$ cat config.mk
export PLATFORM = sky130hd
export DESIGN_NAME = timesync_seq_ctrl
export DESIGN_NICKNAME = d
export VERILOG_FILES = /design/src/rtl/timesync_pkg.sv /design/src/rtl/ts_buff_arb.sv /design/src/rtl/timesync_seq_ctrl.sv
export SDC_FILE = /design/constraint.sdc
export NUM_CORES = 1
export LEC_CHECK = 0
export BUFFER_PORTS_ARGS = -buffer_cell sky130_fd_sc_hd__buf_4
export CAP_MARGIN = 0
export CELL_PAD_IN_SITES_DETAIL_PLACEMENT = 1
export CELL_PAD_IN_SITES_GLOBAL_PLACEMENT = 1
export CORE_MARGIN = 3
export CORE_UTILIZATION = 30
export DETAILED_ROUTE_END_ITERATION = 10
export PLACE_DENSITY_LB_ADDON = 0.1
export REMOVE_ABC_BUFFERS = 1
export SLEW_MARGIN = 5
export SYNTH_ARGS = -nofsm -noshare
export SYNTH_HDL_FRONTEND = slang
export SYNTH_SLANG_ARGS = --single-unit
$ cat constraint.sdc
create_clock -name clk -period 2.8 [get_ports clk]
set_input_delay 0.84 -clock clk [delete_from_list [all_inputs] [get_ports clk]]
set_output_delay 0.84 -clock clk [all_outputs]
set_load 0.01 [all_outputs]
$ cat src/rtl/timesync_pkg.sv
// Shared definitions for the OFDM timing-sync sequencer.
//   - state_e      : sequencer state encoding (also driven out on phase)
//   - FFT_POINT, CP_NUM, BURST_LEN : burst geometry
//   - REQ_*        : bit indices into buf_req / buf_gnt
//   - ENG_*        : bit indices into eng_start / eng_done
//   - owner_mask() : which buffer requester owns the port in a state
//   - eng_mask()   : which engine belongs to a state
//   - next_state() : successor of each engine state on its done pulse
package timesync_pkg;

  localparam int FFT_POINT = 64;
  localparam int CP_NUM    = 16;
  localparam int BURST_LEN = (FFT_POINT + CP_NUM) * 8 + 480;  // 1120 samples

  typedef enum logic [3:0] {
    ST_IDLE   = 4'd0,
    ST_FILL   = 4'd1,
    ST_CALC_P = 4'd2,
    ST_CALC_R = 4'd3,
    ST_CALC_M = 4'd4,
    ST_DETECT = 4'd5,
    ST_CP_REM = 4'd6,
    ST_STREAM = 4'd7,
    ST_ERROR  = 4'd8
  } state_e;

  localparam int REQ_WR = 0;
  localparam int REQ_P  = 1;
  localparam int REQ_R  = 2;
  localparam int REQ_CP = 3;

  localparam int ENG_P   = 0;
  localparam int ENG_R   = 1;
  localparam int ENG_M   = 2;
  localparam int ENG_DET = 3;
  localparam int ENG_CP  = 4;

  function automatic logic [3:0] owner_mask(input state_e s);
    logic [3:0] m;
    m = '0;
    case (s)
      ST_FILL:   m[REQ_WR] = 1'b1;
      ST_CALC_P: m[REQ_P]  = 1'b1;
      ST_CALC_R: m[REQ_R]  = 1'b1;
      ST_CP_REM: m[REQ_CP] = 1'b1;
      default:   m = '0;
    endcase
    return m;
  endfunction

  function automatic logic [4:0] eng_mask(input state_e s);
    logic [4:0] m;
    m = '0;
    case (s)
      ST_CALC_P: m[ENG_P]   = 1'b1;
      ST_CALC_R: m[ENG_R]   = 1'b1;
      ST_CALC_M: m[ENG_M]   = 1'b1;
      ST_DETECT: m[ENG_DET] = 1'b1;
      ST_CP_REM: m[ENG_CP]  = 1'b1;
      default:   m = '0;
    endcase
    return m;
  endfunction

  function automatic state_e next_state(input state_e s);
    state_e n;
    case (s)
      ST_CALC_P: n = ST_CALC_R;
      ST_CALC_R: n = ST_CALC_M;
      ST_CALC_M: n = ST_DETECT;
      ST_DETECT: n = ST_CP_REM;
      ST_CP_REM: n = ST_STREAM;
      default:   n = s;
    endcase
    return n;
  endfunction

endpackage

$ cat src/rtl/ts_buff_arb.sv
// Shared sample-buffer port arbiter.
// The current phase owns the port; the owner's request is passed through a
// register, so buf_gnt lags buf_req by one cycle. On a state change the
// grant register is cleared so that no grant survives into the first cycle
// of the new state, whoever owned the port before.
// Ports:
//   clk, rst   : clock, asynchronous active-high reset
//   state      : current sequencer state
//   state_chg  : sequencer leaves its state at the coming edge
//   buf_req    : [0] writer, [1] P, [2] R, [3] CP-remove
//   buf_gnt    : registered grant, at most one bit set
module ts_buff_arb
  import timesync_pkg::*;
(
  input  logic       clk,
  input  logic       rst,
  input  state_e     state,
  input  logic       state_chg,
  input  logic [3:0] buf_req,
  output logic [3:0] buf_gnt
);

  logic [3:0] gnt_q, gnt_d;

  // owner_mask() is one-hot or zero, so the grant can never be multi-hot.
  always_comb begin
    gnt_d = buf_req & owner_mask(state);
    if (state_chg) begin
      gnt_d = '0;
    end
  end

  always_ff @(posedge clk or posedge rst) begin
    if (rst) begin
      gnt_q <= '0;
    end else begin
      gnt_q <= gnt_d;
    end
  end

  assign buf_gnt = gnt_q;

endmodule

$ cat src/rtl/timesync_seq_ctrl.sv
// OFDM timing-sync sequencer.
// Fills the sample buffer with two bursts, then runs the P, R, M, detect
// and CP-remove engines one after another, then streams until tx_done.
// Each engine phase is guarded by a watchdog; expiry parks the block in
// ERROR until tx_done or rst.
// Handshake: eng_start[i] is a single-cycle pulse in the first cycle of the
// engine's state; eng_done[i] is a pulse, sampled only while that engine's
// state is current, and the state advances on the edge that samples it.
// Ports:
//   clk, rst            : clock, asynchronous active-high reset
//   enable              : leave IDLE
//   tx_done             : return to IDLE and clear all status (any state)
//   wren                : writer sample strobe (counted in FILL only)
//   eng_done/eng_start  : [0] P [1] R [2] M [3] detect [4] CP-remove
//   buf_req/buf_gnt     : sample-buffer port, see ts_buff_arb
//   phase               : current state encoding
//   in_full, out_ready, busy, err, ovf : status flags
module timesync_seq_ctrl #(
  parameter int BURST_LEN = 1120,
  parameter int TIMEOUT   = 200000
) (
  input  logic       clk,
  input  logic       rst,
  input  logic       enable,
  input  logic       tx_done,
  input  logic       wren,
  input  logic [4:0] eng_done,
  output logic [4:0] eng_start,
  input  logic [3:0] buf_req,
  output logic [3:0] buf_gnt,
  output logic [3:0] phase,
  output logic       in_full,
  output logic       out_ready,
  output logic       busy,
  output logic       err,
  output logic       ovf
);

  import timesync_pkg::*;

  localparam logic [12:0] FILL_TARGET = 13'(2 * BURST_LEN);
  localparam logic [19:0] WDOG_LAST   = 20'(TIMEOUT - 1);

  state_e      state_q, state_d;
  logic [12:0] cnt_q, cnt_d;
  logic [19:0] wdog_q, wdog_d;
  logic [4:0]  start_q, start_d;
  logic        in_full_q, in_full_d;
  logic        err_q, err_d;
  logic        ovf_q, ovf_d;
  logic        eng_state;
  logic        done_hit;
  logic        state_chg;

  always_comb begin
    state_d   = state_q;
    cnt_d     = cnt_q;
    wdog_d    = wdog_q;
    in_full_d = in_full_q;
    err_d     = err_q;
    ovf_d     = ovf_q;
    start_d   = '0;
    eng_state = (state_q >= ST_CALC_P) && (state_q <= ST_CP_REM);
    // Only the done bit of the engine owning the current state counts.
    done_hit  = |(eng_done & eng_mask(state_q));

    if (tx_done) begin
      state_d   = ST_IDLE;
      cnt_d     = '0;
      wdog_d    = '0;
      in_full_d = 1'b0;
      err_d     = 1'b0;
      ovf_d     = 1'b0;
    end else begin
      case (state_q)
        ST_IDLE: begin
          if (enable) begin
            state_d = ST_FILL;
            cnt_d   = '0;
          end
        end
        ST_FILL: begin
          if (wren) begin
            cnt_d = cnt_q + 13'd1;
            if (cnt_d == FILL_TARGET) begin
              state_d   = ST_CALC_P;
              in_full_d = 1'b1;
            end
          end
        end
        ST_CALC_P, ST_CALC_R, ST_CALC_M, ST_DETECT, ST_CP_REM: begin
          wdog_d = wdog_q + 20'd1;
          // A done arriving in the expiry cycle still advances normally.
          if (done_hit) begin
            state_d = next_state(state_q);
          end else if (wdog_q == WDOG_LAST) begin
            state_d = ST_ERROR;
            err_d   = 1'b1;
          end
          if (wren) begin
            ovf_d = 1'b1;
          end
        end
        default: begin
          // STREAM and ERROR hold until tx_done.
        end
      endcase
      if (state_d != state_q) begin
        wdog_d  = '0;
        start_d = eng_mask(state_d);
      end
    end
  end

  assign state_chg = (state_d != state_q);

  always_ff @(posedge clk or posedge rst) begin
    if (rst) begin
      state_q   <= ST_IDLE;
      cnt_q     <= '0;
      wdog_q    <= '0;
      start_q   <= '0;
      in_full_q <= 1'b0;
      err_q     <= 1'b0;
      ovf_q     <= 1'b0;
    end else begin
      state_q   <= state_d;
      cnt_q     <= cnt_d;
      wdog_q    <= wdog_d;
      start_q   <= start_d;
      in_full_q <= in_full_d;
      err_q     <= err_d;
      ovf_q     <= ovf_d;
    end
  end

  ts_buff_arb u_arb (
    .clk       (clk),
    .rst       (rst),
    .state     (state_q),
    .state_chg (state_chg),
    .buf_req   (buf_req),
    .buf_gnt   (buf_gnt)
  );

  assign eng_start = start_q;
  assign phase     = state_q;
  assign in_full   = in_full_q;
  assign err       = err_q;
  assign ovf       = ovf_q;
  assign out_ready = (state_q == ST_STREAM);
  assign busy      = (state_q >= ST_FILL) && (state_q <= ST_CP_REM);

endmodule

* Word-level counts from Yosys, hierarchy flattened
Index checks and enable logic that the tools add are counted.
** Storage, ports and cells
- Logic and storage cells :: 89
- Bits in registers :: 49
- Output and inout bits :: 18
** Operators by class
- Bitwise logic cells :: 2
- Add/subtract/negate cells :: 2
- Equality and inequality tests :: 19
- Reductions and logical operators :: 15
- Multiplexer cells :: 41
- Order comparisons :: 2
** Operators with widths (count)
- $mux 20 :: 3
- $mux 13 :: 3
- $mux 4 :: 8
- $eq 4x3->1 const B :: 7
- $pmux 13 s2 :: 1
- $mux 1 :: 22
- $add 20x1->20 const B :: 1
- $eq 20x18->1 const B :: 1
- $pmux 4 s5 :: 1
- $eq 4x2->1 const B :: 4
- $add 13x1->13 const B :: 1
- $eq 13x12->1 const B :: 1
- $pmux 4 s3 :: 1
- $mux 5 :: 2
- $reduce_bool 2->1 :: 5
- $reduce_or 5->1 :: 2
- $reduce_and 3->1 :: 3
- $ne 4x4->1 :: 2
- $ne 3x3->1 const B :: 2
- $reduce_bool 3->1 :: 2
- $and 5x5->5 :: 1
- $and 4x4->4 :: 1
- $eq 4x1->1 const B :: 1
- $ge 4x1->1 const B :: 1
- 5 further kinds :: 5

* Depth between registers and ports, before layout
Gate-level depths: netlist of run 1.
- Depth after elaboration :: 11
- Mapped depth :: 9

* Modules after synthesis
From an unflattened synthesis of run 1, not the netlist that was laid out.
** Second synthesis, totals
- Cells, all modules :: 356
- Area total of the unflattened synthesis :: 3100.5 um^2
** Modules (own cells, without submodules)
- timesync_seq_ctrl :: cells an instance 343, seq. area each 1126.1 um^2, times used 1, area an instance 2935.3 um^2
- ts_buff_arb :: cells an instance 13, seq. area each 100.1 um^2, times used 1, area an instance 165.2 um^2

* Worst setup path after synthesis of run 1
OpenSTA, ideal clock, no wires.
- Path kind :: input to register
- From :: input wren
- To :: register start_q[0], in the netlist eng_start[0]
- Setup time :: 0.111 ns
- Arrival time :: 2.311 ns
- Buffers on the path :: 1
- Stages :: 6
- Slack :: 0.378 ns
- Cells stage by stage :: clkbuf_1 nand4b_1 a2111oi_4 nor4b_4 o21ai_2 a2111oi_2
** On the way
- Cells in the longest elaborated chain, start to end :: 7
- Elaborated cells on any way between the ends :: 8
** RTL lines
- start, declared :: RTL line timesync_seq_ctrl.sv:26 : input logic wren,
- $mux 4 (*) :: RTL line timesync_seq_ctrl.sv:83 : if (wren) begin
- $pmux 4 s3 (*) :: RTL line timesync_seq_ctrl.sv:75 : case (state_q)
- $mux 4 (*) :: RTL line timesync_seq_ctrl.sv:67 : if (tx_done) begin
- $eq 4x2->1 :: RTL line timesync_pkg.sv:54 : case (s)
- $mux 1 :: RTL line timesync_pkg.sv:54
- $mux 5 (*) :: RTL line timesync_seq_ctrl.sv:108 : if (state_d != state_q) begin
- $mux 5 (*) :: RTL line timesync_seq_ctrl.sv:67
- named net start_d[0] :: RTL line timesync_seq_ctrl.sv:47 : logic [4:0] start_q, start_d;
- end signal, assigned :: RTL line timesync_seq_ctrl.sv:130 : start_q <= start_d;
- end, declared :: RTL line timesync_seq_ctrl.sv:47
Mark *: on every way through the listed nets, which the timed path passes. The rest lies on a longest branch. The select of a mux whose other input is x is not followed.
A chain may end at the register's enable or synchronous reset.

* Worst setup path in the final report of run 1
- From :: register state_q[2], in the netlist phase[2]
- To :: output busy
** On the way
- Cells in the longest elaborated chain, start to end :: 2
- Elaborated cells on any way between the ends :: 3
** RTL lines
- start, declared :: RTL line timesync_seq_ctrl.sv:44 : state_e state_q, state_d;
- start signal, assigned :: RTL line timesync_seq_ctrl.sv:127 : state_q <= state_d;
- $ge 4x1->1 or $le 4x3->1 (tied branches) :: RTL line timesync_seq_ctrl.sv:152 : assign busy = (state_q >= ST_FILL) && (state_q <= ST_CP_REM);
- $logic_and 1x1->1 (*) :: RTL line timesync_seq_ctrl.sv:152
- end, declared :: RTL line timesync_seq_ctrl.sv:34 : output logic busy,
Every way passes the cells marked *; elsewhere a longest branch is shown, timed or not.

==> results of run 1 <==
-- worst max-delay path, cell delays in order (launching register included) --
cell	delay, ps
dfrtp_2	550
or4b_4	580
nand2_1	130
buf_4	130
-- power groups by stage --
stage,Sequential [mW],Clock (mW),Combinational (mW)
after floorplan,0.730,0,0.0531
after global placement,0.728,0,0.123
after detailed placement,0.728,0,0.122
after CTS,0.714,0.567,0.123
after global routing,0.715,0.597,0.134
final,0.714,0.544,0.120
-- cell usage in the layout (no fill, tap or decap), types with 2 or more instances in the layout --
cell,synthesis,layout
a21oi_1,9,9
nor2_1,23,23
a31oi_2,2,2
o21a_1,2,2
and2_1,6,6
nor3_1,11,11
and4_1,3,3
ha_1,2,2
a41oi_1,2,2
inv_1,14,13
nand2_1,15,15
nor4_1,26,26
dfrtp_1,49,48
a311oi_1,2,2
clkbuf_8,0,6
buf_12,0,2
nand3b_1,2,2
nand2b_1,2,2
a2111oi_2,2,2
nand3_1,14,14
xnor2_1,17,17
o21ai_0,18,18
mux2i_1,4,4
buf_4,2,50
nor4b_1,3,3
o31ai_1,3,3
o41ai_1,3,3
and3_1,9,9
nand4_1,13,13
xor2_1,6,6
-- cells in the mapped netlist, drive strengths merged, types with 2 or more instances --
| cell type | n |
|---|---|
| nand3b | 2 |
| nand3 | 14 |
| and4 | 5 |
| o31ai | 3 |
| mux2i | 4 |
| inv | 14 |
| dfrtp | 49 |
| nand2 | 16 |
| nor4b | 4 |
| a211oi | 2 |
| a31oi | 3 |
| clkbuf | 7 |
| o21a | 2 |
| and2 | 6 |
| or4b | 2 |
| ha | 2 |
| nor4 | 26 |
| and3 | 11 |
| nand2b | 2 |
| a311oi | 2 |
| xor2 | 6 |
| nand4 | 15 |
| nor3 | 11 |
| xnor2 | 17 |
| a41oi | 2 |
| buf | 18 |
| a2111oi | 4 |
| o21ai | 19 |
| nor2 | 23 |
| a21oi | 9 |
| o41ai | 3 |
-- layout make-up --
cell class | count | area, µm²
multi-input cells | 231 | 1590
clock inverters | 2 | 37.5
fillers | 1132 | 6210
clock buffers | 6 | 82.6
inverters | 14 | 52.6
well taps | 133 | 166
flip-flops and latches | 49 | 1230
repair buffers | 52 | 415
-- state kept, by name, indices dropped and copies added, names as in the netlist --
name           flops
eng_start          5
cnt_q             13
in_full            1
err                1
wdog_q            20
u_arb.buf_gnt      4
ovf                1
phase              4
-- per-stage QoR --
step           instance area (µm²)  setup slack, ps  std cells  hold WS [ps]  util, %
3_5_place_dp                  3450             17.2        479           518     35.3
2_1_floorplan                 2860              330        294           466        -
5_1_grt                       3570              112        487           583     36.5
3_3_place_gp                  3450              170        479           493     35.3
6_report                      3570              278        487           535     36.5
4_1_cts                       3570              119        487           545     36.5
-- timing repair --
action | 4_1_cts | 5_1_grt
endpoints found under the hold margin | 0 | 0
endpoints found under the setup margin | 0 | 4
resized for setup | 0 | 1
-- worst max-delay path by stage --
stage | startpoint | slack [ps] | end | cells after the start
finish | phase[2] | 280 | busy | 3
global route | cnt_q[5] | 110 | wdog_q[6] | 7
CTS | phase[2] | 120 | wdog_q[6] | 6
detailed placement | eng_done[4] | 20 | wdog_q[6] | 7
global placement | eng_done[4] | 170 | wdog_q[11] | 7
floorplan | cnt_q[0] | 330 | wdog_q[0] | 7
-- kinds of logic (layout without fill, tap and decap cells) --
family / after synthesis / count (layout) / share of synthesized area (%)
flops: 49 / 49 / 40.5
buf+inv: 39 / 74 / 7.03
simple gates: 143 / 143 / 28.4
compound gates: 58 / 58 / 14.5
fa+ha+maj: 2 / 2 / 0.827
mux: 5 / 5 / 2.07
xor+xnor: 23 / 23 / 6.66
-- layer usage --
| layer | vias up | share of wire, % | routed length, µm | GRT usage (%) |
|---|---|---|---|---|
| met2 | 30 | 46 | 3910 | 25.4 |
| met5 | - | 0 | 0 | 0 |
| li1 | 1255 | - | - | - |
| met3 | 8 | 2.9 | 247 | 2.31 |
| met4 | 0 | 0.94 | 79 | 3.52 |
| met1 | 1317 | 50 | 4200 | 21.4 |
==> impl_results.md, run 1 <==
- Worst-path clk slew: 100 ps
- Yosys top cell by area: dfrtp_1
- Total chip power: 1.38 mW
- Setup TNS: 0 ps
- DP HPWL: 6.12 mm
- Worst Tran Pin Value: 722 ps
- Worst-case clock buffer depth: 2
- Crit path arrival time: 1680 ps
- CTS Buf Count: 5
- Sequential share of the synthesized area: 40.5%
- Routed WL: 8.43 mm
- Synth top area cells: dfrtp_1 (41%), nor4_1 (5.4%), xnor2_1 (4.9%)
- Clock share of power: 39.5%
- Crit Path Category: reg2out
- Tmin final: 2520 ps
- CTS Root Cell: clkbuf_8
- Synth-to-Final Area Change: 18.0%
- Syn_area_per_cell: 9.48 µm²
- Post-CTS setup buffer count: 0
- Pleak: 1.47 nW
- Final Hold Fails: 0
- Grt ovf: 0
- Gpl congestion: 0.809
- All-Layer GR Usage: 15.4%
- Port bufs: 31
- Cell Int Power: 1.04 mW
- Cells after Synth: 319
- Max Clk Rate: 397 MHz
- Die Area: 11300 µm²
- Maxcap violations: 0
- P_sw: 0.335 mW
- First-pass GRT wire length: 14.3 mm
- RSZ-0062 raised after global routing: no
- DRT antenna net count: 0
- Fraction of registers with async set/reset: 100%
- Worst rel slew slack: 51.8%
- Peak VDD IR: 0.000276 V
- Min-delay src: in_full
- Number of synthesized flops with an enable pin: 0
- Critical path startpoint category: flop
- Cell Area, Synth: 3020 µm²
- Worst Hold Endpoint: in_full
- Initial Utilization: 30.9%
- DR DRC count: 0
- DR WL/cell: 17.3 µm
- Tcrit/Tclk final: 90.1%
- Layout cells sized above 1: 22.3%
- FP Rows: 36
- Fin. max-slew vios: 0
- CP Data Required Time: 1960 ps
- Hold Path Cell Cnt: 2
- Worst Setup End Kind: output pin
- Distinct cells, synth: 65
- H-tree depth: 2
- Sequential Power Share: 51.8%
- Die Y: 106 µm
- Ant diodes: 0
- Yosys reg bits: 49
- Power Density: 386 nW/µm²
- Number of DRC markers in iteration 0: 76
- Routed vias/inst: 5.36
- Setup violations, final: 0
- Pre-antenna DRT Iters: 4
- Setup Skew: 10.5 ps
- Hold Crit Class: reg2reg
- Vias: 2610
- Vias in the first global route: 2819
- Largest net degree at the start of global routing: 29
- Yosys top cell area share: 40.5%
- R2R Path End: wdog_q[4]
- R2R Setup Slk: 280 ps
- CTS tree: done
- Syn. warnings: 0
- Worst R2R Path Depth: 7
- Hold-fix buffers, CTS: 0
- Ys flop type: dfrtp_1
- Status: completed
- # IOs: 32
- Logic gate share of total power: 8.7%
- Chip width: 106 µm
- Initial antenna violation count: 0
- Layout net count: 369
- Clk_lat worst skew: 300 ps
- Crit Path Max Fanout: 16
- CORE AREA: 9770 µm²
- Switching share of total power: 24.3%
- Reg2reg start: cnt_q[4]
- Clock sink total: 49
Note: power is estimated with default switching activity, not from simulation.
==> run 2: changes to the inputs <==
Clock period 2.8 ns to 2.25 ns, I/O delays scaled along.
==> run 2 against run 1 <==
Compared with the run above:
- the run now ends with setup timing left
- sequential power up 25%
- clock skew down 1.2 ps
- highest routed layer unchanged
- final cell count up 11%
- setup slack worse by 300 ps
- routed wire length up 18%
==> impl_results.md, run 2 (same netlist as run 1, synthesis figures left out) <==
- Status: finished, violations left
- Failing checks: setup timing
- Cell Int Power: 1.34 mW (+29%)
- Crit path arrival time: 2490 ps (+810 ps)
- H-tree depth: 2 (unchanged)
- DR WL/cell: 18.3 µm (+5.9%)
- Crit Path Max Fanout: 5 (-11)
- Worst Tran Pin Value: 921 ps (+199 ps)
- Synth-to-Final Area Change: 50.1%
- Pleak: 1.81 nW (+23%)
- Hold Crit Class: in2async
- Filler Cell Count: 1122 (-0.88%)
- Worst rel slew slack: 38.4% (-13 points)
- Ant diodes: 0 (unchanged)
- Crit Path Category: reg2reg
- Clock sink total: 49 (unchanged)
- Setup Skew: 9.32 ps (-1.21 ps)
- RSZ-0062 raised after global routing: yes
- Die Area: 11300 µm² (unchanged)
- Power Density: 405 nW/µm² (+4.8%)
- Max Clk Rate: 440 MHz
- Max stage delay cell, worst path: dfrtp_1
- Vias: 2852 (+9.3%)
- All-Layer GR Usage: 17.7% (+2.2 points)
- Tcrit/Tclk final: 101%
- Worst-path clk slew: 110 ps (about the same)
- Maxcap violations: 0 (unchanged)
- P_sw: 0.495 mW (+48%)
- DRT antenna net count: 0 (unchanged)
- # IOs: 32 (unchanged)
- CP Data Required Time: 2460 ps (+500 ps)
- CORE AREA: 9770 µm² (unchanged)
- Peak VDD IR: 0.000232 V (-16%)
- Most frequent cells in the layout: buf_4 (96), dfrtp_1 (43), nor2_1 (23), nor4_4 (19), xnor2_1 (17)
- Clk_lat worst skew: 320 ps (+20 ps)
- Worst Setup End Kind: flop
- Final Hold Fails: 0 (unchanged)
- R2R Setup Slk: -30 ps (-300 ps)
- Vias in the first global route: 3032 (+7.6%)
- Most common cell after layout, fill and taps aside: buf_4
- Sequential Power Share: 48.4% (-3.4 points)
- Number of DRC markers in iteration 0: 86 (+13%)
- Most flop-heavy register: wdog_q
- Initial Utilization: 30.9% (unchanged)
- Logic gate share of total power: 13.2% (+4.5 points)
- Worst-case clock buffer depth: 2 (unchanged)
- Initial antenna violation count: 0 (unchanged)
- Port bufs: 31 (unchanged)
- Place WS: -192 ps (-209 ps)
- Pre-antenna DRT Iters: 4 (unchanged)
- FP Rows: 36 (unchanged)
- Tmin final: 2280 ps
- Fin. max-slew vios: 0 (unchanged)
- DR DRC count: 0 (unchanged)
- Routed vias/inst: 5.26 (-1.8%)
- Layout cells sized above 1: 43.5% (+21 points)
- Clock share of power: 38.4% (-1.1 points)
- Final core occ: 46.4% (+9.9 points)
- First-pass GRT wire length: 16.0 mm (+11%)
- CP max stage delay: 430 ps (-150 ps)
- Chip width: 106 µm (unchanged)
- DP HPWL: 6.82 mm (+11%)
- CTS tree: done
- CTS Buf Count: 5 (unchanged)
- Die Y: 106 µm (unchanged)
- Hold-fix buffers, CTS: 0 (unchanged)
- Largest register FFs: 20 (unchanged)
- Largest net degree at the start of global routing: 24 (-17%)
- CTS Root Cell: clkbuf_8
- Setup WS post-layout: -25.3 ps (-303 ps)
- Switching share of total power: 26.9% (+2.6 points)
- Setup violations, final: 11 (+11)
- Gpl congestion: 0.785 (-2.9%)
- Routed WL: 9.94 mm (+18%)
- Critical-path cell list: buf_6 -> a2111oi_4 -> a41oi_2 -> a2111oi_4 -> nor4b_4 -> buf_4 -> o21ai_4 -> a2111oi_2
- Critical path startpoint category: flop
- Grt ovf: 0 (unchanged)
- Most frequent CP cell: a2111oi_4
- Layout net count: 424 (+15%)
## run 2: cell types whose count changed in the layout (fill, tap and decap cells not counted), sizes merged
cell    delta
clkbuf     +3
buf       +52
## run 2: per-layer routing
metal | share of wire (%) | GRT usage (%) | up-vias
met2 | 49 | 29.6 | 25
met1 | 48 | 23.8 | 1456
met4 | 1.2 | 4.26 | 0
met3 | 1.7 | 2.91 | 8
met5 | 0 | 0 | -
li1 | - | - | 1363
## run 2: path summary, 6_finish.rpt
| path | from | end | cells after the start |
|---|---|---|---|
| min in group clk | err | err | 2 |
| max in group asynchronous | rst | phase[3] | 3 |
| worst min register to register | err | err | 2 |
| worst max register to register | cnt_q[0] | eng_start[0] | 8 |
| worst min-delay path | rst | wdog_q[13] | 2 |
| worst max-delay path | cnt_q[0] | eng_start[0] | 8 |
## run 2: area by class of cell
| class | instances | area [µm²] | share of cell area [%] |
|---|---|---|---|
| multi-input combinational | 231 | 2040 | 44.9 |
| clock buffer | 6 | 82.6 | 1.82 |
| clock inverter | 2 | 37.5 | 0.827 |
| inverter | 14 | 52.6 | 1.16 |
| tap | 133 | 166 | 3.67 |
| sequential | 49 | 1230 | 27.2 |
| timing repair buffer | 107 | 928 | 20.5 |
## run 2: power by group through the flow
stage | Combinational (mW) | Sequential (mW) | Clock [mW]
final | 0.243 | 0.889 | 0.705
after global routing | 0.262 | 0.890 | 0.760
after CTS | 0.190 | 0.889 | 0.720
after detailed placement | 0.167 | 0.905 | 0
after global placement | 0.166 | 0.906 | 0
after floorplan | 0.0661 | 0.908 | 0
## run 2: per-stage QoR
stage / hold WS, ps / cell area, µm² / power (mW) / TNS [ps] / std cells
CTS: 404 / 4100 / 1.80 / -16.4 / 535
detailed placement: 503 / 3740 / 1.07 / -3690 / 517
global placement: 506 / 3740 / 1.07 / -2930 / 517
global route: 420 / 4540 / 1.91 / -2950 / 542
floorplan: 466 / 2860 / 0.974 / -4480 / 294
finish: 385 / 4540 / 1.84 / -122 / 542
## run 2: what timing repair did
item                                    in CTS  in global routing
cloned                                       1                  3
pin swaps                                    8                 35
endpoints found under the setup margin      26                 33
buffers inserted                             9                  4
resized for setup                           30                 51
## run 2: worst max-delay path, delay by kind of cell (launching register included)
family / cells / cell delay, ps
AOI/OAI and AO/OA: 5 / 1090
and+or+nand+nor: 1 / 310
buffers and inverters: 2 / 330
DFF: 1 / 430
==> run 3: changes to the inputs <==
Clock period 2.25 ns to 2.7 ns, I/O delays scaled along.
==> run 3 against run 2 <==
Compared with the run above:
- the run now ends clean
- maximum frequency shrank 7.8%
- cell area decreased by 21%
- non-clock buffer count fell by 52
- largest cell class unchanged
==> impl_results.md, run 3 (same netlist as run 1, synthesis figures left out) <==
- Clock share of power: 35.5% (-2.9 points)
- Setup WS post-layout: 233 ps (+259 ps)
- Die Area: 11300 µm² (unchanged)
- Vias: 2594 (-9.0%)
- Largest net degree at the start of global routing: 31 (+29%)
- RSZ-0062 raised after global routing: no
- CORE AREA: 9770 µm² (unchanged)
- Crit path arrival time: 2650 ps (+160 ps)
- Final Hold Fails: 0 (unchanged)
- Final core occ: 36.5% (-9.9 points)
- Final non-filler cell area: 3570 µm² (-21%)
- Chip width: 106 µm (unchanged)
- Setup Skew: 8.49 ps (-0.829 ps)
- Maxcap violations: 0 (unchanged)
- Worst-case clock buffer depth: 2 (unchanged)
- CTS Root Cell: clkbuf_8
- Layout net count: 372 (-12%)
- DP HPWL: 6.27 mm (-7.9%)
- Critical path startpoint category: flop
- Pre-antenna DRT Iters: 4 (unchanged)
- Place WS: 110 ps (+302 ps)
- Cell Int Power: 0.991 mW (-26%)
- FP Rows: 36 (unchanged)
- Clk_lat worst skew: 310 ps (about the same)
- First-pass GRT wire length: 14.4 mm (-9.6%)
- Sequential Power Share: 55.0% (+6.6 points)
- # IOs: 32 (unchanged)
- Worst Setup End Kind: flop
- Max Clk Rate: 405 MHz (-7.8%)
- Grt ovf: 0 (unchanged)
- CTS Buf Count: 5 (unchanged)
- Tmin final: 2470 ps (+191 ps)
- Clock sink total: 49 (unchanged)
- Initial antenna violation count: 0 (unchanged)
- CP Data Required Time: 2890 ps (+430 ps)
- DR WL/cell: 17.3 µm (-5.7%)
- Most common cell after layout, fill and taps aside: buf_4
- P_sw: 0.353 mW (-29%)
- Crit Path Category: reg2reg
- Crit Path Max Fanout: 20 (+15)
- Most flop-heavy register: wdog_q
- Routed vias/inst: 5.29 (+0.61%)
- Status: completed
- DR DRC count: 0 (unchanged)
- Gpl congestion: 0.750 (-4.5%)
- Worst rel slew slack: 64.6% (+26 points)
- Setup violations, final: 0 (-11)
- Ant diodes: 0 (unchanged)
- Largest register FFs: 20 (unchanged)
- DRT antenna net count: 0 (unchanged)
- Peak VDD IR: 0.000183 V (-21%)
- Placed instance area: 3470 µm² (-7.4%)
- Layout cells sized above 1: 23.0% (-21 points)
- CTS tree: done
- Logic gate share of total power: 9.5% (-3.7 points)
- Initial Utilization: 30.9% (unchanged)
- Worst Tran Pin Value: 527 ps (-394 ps)
- Hold Crit Class: in2async
- Number of DRC markers in iteration 0: 75 (-13%)
- All-Layer GR Usage: 15.9% (-1.8 points)
- Fin. max-slew vios: 0 (unchanged)
- Routed WL: 8.48 mm (-15%)
- Switching share of total power: 26.3% (-0.63 points)
- Total chip power: 1.34 mW (-27%)
- Die Y: 106 µm (unchanged)
- Pleak: 1.48 nW (-18%)
- Vias in the first global route: 2734 (-9.8%)
- Port bufs: 31 (unchanged)
- Setup TNS: 0 ps (+122 ps)
- Most frequent cells in the layout: buf_4 (53), dfrtp_1 (48), nor4_1 (26), nor2_1 (23), o21ai_0 (18)
- Tcrit/Tclk final: 91.4% (-9.8 points)
- Power Density: 377 nW/µm² (-6.9%)
- Worst-path clk slew: 100 ps (about the same)
- Synth-to-Final Area Change: 17.9%
- H-tree depth: 2 (unchanged)
[run 3: changes by cell type in the layout (fill, tap and decap cells not counted), sizes merged]
cell | previous run | this run
buf | 104 | 55
bufinv | 1 | 0
clkbuf | 9 | 6
clkinv | 0 | 2
clkinvlp | 1 | 0
[run 3: power by group through the flow]
stage               Sequential, mW  Combinational (mW)  Clock [mW]
floorplan                    0.757              0.0551           0
global placement             0.754               0.129           0
detailed placement           0.754               0.130           0
CTS                          0.739               0.130       0.501
global route                 0.740               0.140       0.536
finish                       0.739               0.127       0.478
[run 3: timing repair]
| action | CTS | global route |
|---|---|---|
| gates resized for setup | 0 | 1 |
| endpoints found under the setup margin | 0 | 16 |
| hold buffers | 0 | 0 |
| setup buffers | 0 | 0 |
[run 3: layout make-up]
class	instances	area (µm²)
fillers	1142	6210
multi-input cells	231	1590
flip-flops and latches	49	1230
repair buffers	55	438
well taps	133	166
clock buffers	6	82.6
inverters	14	52.6
clock inverters	2	13.8
[run 3: final timing paths]
path	start	end	slack, ps	cells after the start
min in group clk	err	err	530	2
min	rst	u_arb.buf_gnt[2]	510	2
max in group asynchronous	rst	cnt_q[3]	1660	3
max reg2reg	cnt_q[0]	wdog_q[18]	230	8
min reg2reg	err	err	530	2
max	cnt_q[0]	wdog_q[18]	230	8
[run 3: metrics by stage]
step	instances	hold slack, ps
floorplan	294	466
finish	490	509
CTS	490	512
global placement	482	509
global route	490	511
detailed placement	482	502
[run 3: worst max-delay path, cell delays in order (launching register included)]
cell	delay [ps]
dfrtp_1	410
ha_1	280
and4_4	280
nand3_1	140
o31a_1	360
nor4b_4	370
o21a_1	160
buf_4	250
nor4_1	90
[run 3: per-layer routing]
metal,share of wire (%),vias up,track usage [%]
li1,-,1257,-
met1,52,1317,22.9
met2,46,16,25.1
met3,1.7,4,3.04
met4,0.71,0,2.78
met5,0,-,0
